## config.mk

```make
export PLATFORM = sky130hd
export DESIGN_NAME = mux2_rr_arbiter
export DESIGN_NICKNAME = d
export VERILOG_FILES = /design/src/rtl/mux2_rr_arbiter.sv
export SDC_FILE = /design/constraint.sdc
export NUM_CORES = 1
export LEC_CHECK = 0
export ABC_CLOCK_PERIOD_IN_PS = 5460
export CAP_MARGIN = 20
export CORE_UTILIZATION = 36
export CTS_BUF_LIST = sky130_fd_sc_hd__clkbuf_16
export CTS_CLUSTER_SIZE = 24
export DETAILED_ROUTE_END_ITERATION = 10
export PLACE_DENSITY_LB_ADDON = 0.2
export REMOVE_ABC_BUFFERS = 1
export SYNTH_ARGS = -nofsm -noshare
export SYNTH_HDL_FRONTEND = slang
export SYNTH_SLANG_ARGS = --single-unit
```

## constraint.sdc

```tcl
create_clock -name clk -period 5.46 [get_ports clk]
set_clock_uncertainty 0.15 [all_clocks]
set_input_delay 1.365 -clock clk [delete_from_list [all_inputs] [get_ports clk]]
set_output_delay 1.365 -clock clk [all_outputs]
set_load 0.02 [all_outputs]
```

## src/rtl/mux2_rr_arbiter.sv

```systemverilog
// Two-master round-robin arbiter driving the 2:1 datapath mux select and a
// one-deep registered output stage, with a per-grant burst limit.
module mux2_rr_arbiter #(
    parameter int WIDTH     = 32,
    parameter int MAX_BURST = 8
) (
    input  logic             clk,
    input  logic             rst_n,
    input  logic             req0_valid,
    input  logic [WIDTH-1:0] req0_data,
    output logic             req0_ready,
    input  logic             req1_valid,
    input  logic [WIDTH-1:0] req1_data,
    output logic             req1_ready,
    output logic             mux_sel,
    output logic             out_valid,
    output logic [WIDTH-1:0] out_data,
    output logic             out_src,
    input  logic             out_ready
);

    // state  | meaning
    // IDLE   | no grant, both readies low
    // GRANT0 | master 0 owns the datapath
    // GRANT1 | master 1 owns the datapath
    localparam logic [1:0] ST_IDLE   = 2'd0;
    localparam logic [1:0] ST_GRANT0 = 2'd1;
    localparam logic [1:0] ST_GRANT1 = 2'd2;

    localparam int            CW      = $clog2(MAX_BURST + 1);
    localparam logic [CW-1:0] MAX_CNT = CW'(MAX_BURST);

    logic [1:0]       state_q, state_d;
    logic             last_q, last_d;
    logic [CW-1:0]    beat_cnt_q, beat_cnt_d, beat_cnt_inc;
    logic             out_valid_q, out_valid_d;
    logic [WIDTH-1:0] out_data_q, out_data_d;
    logic             out_src_q, out_src_d;
    logic             slot_free, fire0, fire1, fire;

    assign slot_free  = !out_valid_q || out_ready;
    assign req0_ready = (state_q == ST_GRANT0) && slot_free;
    assign req1_ready = (state_q == ST_GRANT1) && slot_free;
    assign fire0      = req0_valid && req0_ready;
    assign fire1      = req1_valid && req1_ready;
    assign fire       = fire0 || fire1;
    assign mux_sel    = (state_q == ST_GRANT1);

    // Saturates so a lone master never wraps and loses its switch point
    assign beat_cnt_inc = (fire && beat_cnt_q != MAX_CNT) ? beat_cnt_q + CW'(1) : beat_cnt_q;

    always_comb begin
        out_valid_d = out_valid_q;
        out_data_d  = out_data_q;
        out_src_d   = out_src_q;
        if (fire) begin
            out_data_d  = mux_sel ? req1_data : req0_data;
            out_src_d   = mux_sel;
            out_valid_d = 1'b1;
        end else if (out_ready) begin
            out_valid_d = 1'b0;
        end
    end

    always_comb begin
        state_d    = state_q;
        last_d     = last_q;
        beat_cnt_d = beat_cnt_inc;
        case (state_q)
            ST_IDLE: begin
                beat_cnt_d = '0;
                if (req0_valid && req1_valid) begin
                    state_d = last_q ? ST_GRANT0 : ST_GRANT1;
                    last_d  = !last_q;
                end else if (req0_valid) begin
                    state_d = ST_GRANT0;
                    last_d  = 1'b0;
                end else if (req1_valid) begin
                    state_d = ST_GRANT1;
                    last_d  = 1'b1;
                end
            end
            ST_GRANT0: begin
                if (req1_valid && (!req0_valid || beat_cnt_inc == MAX_CNT)) begin
                    state_d    = ST_GRANT1;
                    last_d     = 1'b1;
                    beat_cnt_d = '0;
                end else if (!req0_valid) begin
                    state_d    = ST_IDLE;
                    beat_cnt_d = '0;
                end
            end
            ST_GRANT1: begin
                if (req0_valid && (!req1_valid || beat_cnt_inc == MAX_CNT)) begin
                    state_d    = ST_GRANT0;
                    last_d     = 1'b0;
                    beat_cnt_d = '0;
                end else if (!req1_valid) begin
                    state_d    = ST_IDLE;
                    beat_cnt_d = '0;
                end
            end
            default: begin
                state_d    = ST_IDLE;
                beat_cnt_d = '0;
            end
        endcase
    end

    always_ff @(posedge clk) begin
        if (!rst_n) begin
            state_q     <= ST_IDLE;
            last_q      <= 1'b1;
            beat_cnt_q  <= '0;
            out_valid_q <= 1'b0;
            out_data_q  <= '0;
            out_src_q   <= 1'b0;
        end else begin
            state_q     <= state_d;
            last_q      <= last_d;
            beat_cnt_q  <= beat_cnt_d;
            out_valid_q <= out_valid_d;
            out_data_q  <= out_data_d;
            out_src_q   <= out_src_d;
        end
    end

    assign out_valid = out_valid_q;
    assign out_data  = out_data_q;
    assign out_src   = out_src_q;

endmodule
```

==> flow_summary.yaml <==
critical_path:
  cp_max_fo: 5
  worstSetupEndpointType: "output pin"
  cp.depth: 4
  critical_path_arrival_ps: 2780
  crit_path_start_kind: "primary input"
  reg2regPathDepth: 9
  slowest_delay_ps: 530
  crit_required_ps: 3940
  crit_chain: "clkdlybuf4s50_1 > or2b_1 > and2_1 > clkdlybuf4s50_1"
  ff2ff_setup_slack_ps: 2190
  path_buf_inv: 2
  worstSetupPathType: "primary input to output pin"
  cp_common_cell: "clkdlybuf4s50_1"
  critPathTopFamily: "buffers and inverters"
  cp_slowest_cell: "clkdlybuf4s50_1"
global_route:
  grt_pass1_vias: 1870
  grt_pass1_wl_um: 8740
  grt_overflow: 0
  grtUsageTotal_pct: 17.5
  grt_max_degree: 59
  antenna_found_initial: 0
min_path:
  hold_depth: 2
  hp-class: "flip-flop to flip-flop"
die:
  rows: 28
  die_y_um: 80.1
  ios: 106
  coreArea_sq_um: 5920
  die_w_um: 80.1
  die_area_sq_um: 6420
  start_util_pct: 37.1
pwr:
  intPower_w: 0.000957
  p_sw_w: 0.000595
  seq_power_share_pct: 28.7
  power_frac_comb_pct: 53.0
  vdd_drop_max_mv: 0.301
  p_leak_nw: 1.17
  p_per_area_nw_per_um2: 452
  clockPowerShare_pct: 18.3
  swShare_pct: 38.3
logic_synthesis:
  synth.distinct_cells: 42
  synth_largest_area_cell: "dfxtp_1"
  avgSynthCellArea_sq_um: 9.43
  netlist_top_cells_area: "dfxtp_1, mux2i_1, a211oi_1, nor2_1, ha_1"
  syn-cell-area_sq_um: 2200
  ys_seq_area_share_pct: 37.4
  synthCells: 233
  yosysWarnings: 0
  ys_seq_elements: 41
  synth_top_area_share_pct: 37.4
place:
  placed_area_sq_um: 3290
  dpl.hpwl_um: 3880
  dpl.cell_count: 399
  io_buffers: 105
  post-place-ws_ps: 1160
  gp_congestion: 0.860
clock_tree:
  clockRootBuffer: "clkbuf_16"
  postCtsSetupBuffers: 0
  ctsHoldBuffers: 0
  path_clk_slew_ps: 60
  ctsResizeCount: 0
  clk_latency_ps: 280
  cts_tree: "built"
  numCtsBuffers: 5
  cts.path.max_buffers: 2
  htree_levels: 2
  clock_sinks: 41
detailed_routing:
  wire_per_inst_um: 12.9
  totalWireLength_um: 5260
  first_pass_iters: 4
  routed_via_density: 4.97
  drc_errors: 0
  drt-initial-drc-count: 62
  vias: 2022
  ant_nets: 0
timing:
  setup_viol: 0
  rsz0062_at_grt: "false"
  slew_viol_final: 0
  setup_tns_ps: 0
  fmax_mhz: 233
  period_share_pct: 78.7
  tightest_slew_ps: 727
  relSlewSlack_pct: 51.6
  hold_viol: 0
  fin_crit_ps: 4300
  whs_ps: 348
  setup_slack_ps: 1160
layout:
  instances_no_fill: 407
  layout-drive-gt1-share_pct: 6.93
  syn_to_final_growth_pct: 56.2
  mostFrequentLayoutCell: "clkdlybuf4s50_1"
  diodes: 0
  final_cell_mix: "clkdlybuf4s50_1, dfxtp_1, mux2i_1"
  final_nets: 406
  final_cell_area_sq_um: 3430
flow_run:
  maxCapViolations: 0
status:
  outcome: "complete, no violations"
-- path summary, 6_finish.rpt --
path	from	to
max	out_ready	req1_ready
min	out_data[2]	out_data[2]
min reg2reg	out_data[2]	out_data[2]
max reg2reg	state_q[0]	last_q
-- flip-flops by register name, indices dropped and copies added (netlist names) --
register,flops
out_data,32
beat_cnt_q,4
state_q,2
last_q,1
out_src,1
out_valid,1
-- power by group through the flow --
stage	sequential, W	clock [W]	combinational [W]
floorplan	0.000551	0	0.000421
global placement	0.000446	0	0.000826
detailed placement	0.000450	0	0.000832
CTS	0.000446	0.000294	0.000835
global route	0.000458	0.000307	0.000901
finish	0.000445	0.000285	0.000823
-- cell usage after synthesis, drive strengths merged --
| master | count |
|---|---|
| dfxtp | 41 |
| mux2i | 39 |
| nor2 | 37 |
| a211oi | 32 |
| clkbuf | 10 |
| nand2 | 10 |
| buf | 7 |
| inv | 7 |
| ha | 6 |
| nor3 | 5 |
| a21oi | 4 |
| o211ai | 3 |
| o21ai | 3 |
| a22o | 2 |
| a2bb2oi | 2 |
| and2 | 2 |
| nand3b | 2 |
| nor2b | 2 |
| o2111ai | 2 |
| xnor2 | 2 |
| a211o | 1 |
| a22oi | 1 |
| a311o | 1 |
| a31oi | 1 |
| a32oi | 1 |
| clkinv | 1 |
| mux2 | 1 |
| nand2b | 1 |
| nand3 | 1 |
| nor4 | 1 |
| o221a | 1 |
| o22ai | 1 |
| o31ai | 1 |
| o32ai | 1 |
| or2b | 1 |
-- cell families (layout without fill, tap and decap cells) --
kind of cell	Yosys count	count (layout)	synth area share [%]
buf+inv	25	124	5.30
compound gates	57	57	21.6
xor+xnor	2	2	0.797
flops	41	41	37.4
simple gates	62	62	13.0
mux	40	40	18.5
fa+ha+maj	6	6	3.42
-- metal layers --
| metal | global-route usage [%] | share of wire (%) | up-vias | wire [um] |
|---|---|---|---|---|
| met5 | 0 | 0 | - | 0 |
| met4 | 6.25 | 1.4 | 0 | 74 |
| met3 | 6.02 | 8.5 | 7 | 447 |
| met2 | 27.9 | 46 | 71 | 2440 |
| met1 | 21.7 | 44 | 893 | 2300 |
| li1 | - | - | 1051 | - |
-- cell type report --
class                      instances  area, sq um
multi-input combinational        167         1270
clock buffer                       5          125
fill                             530         2490
tap                               75         93.8
clock inverter                     3         18.8
inverter                           8         30.0
timing repair buffer             108         1070
sequential                        41          821
-- tightest hold or removal path, stage by stage (launching register included) --
cell and delay (ps):
dfxtp_1 310, nor2_1 90, a211oi_1 50
-- metrics by stage --
step	total power, W	util, %
finish	0.00155	58.0
global route	0.00167	58.0
CTS	0.00157	58.0
detailed placement	0.00128	55.5
global placement	0.00127	55.5
floorplan	0.000971	-
Power figures use the tool's default switching activity.
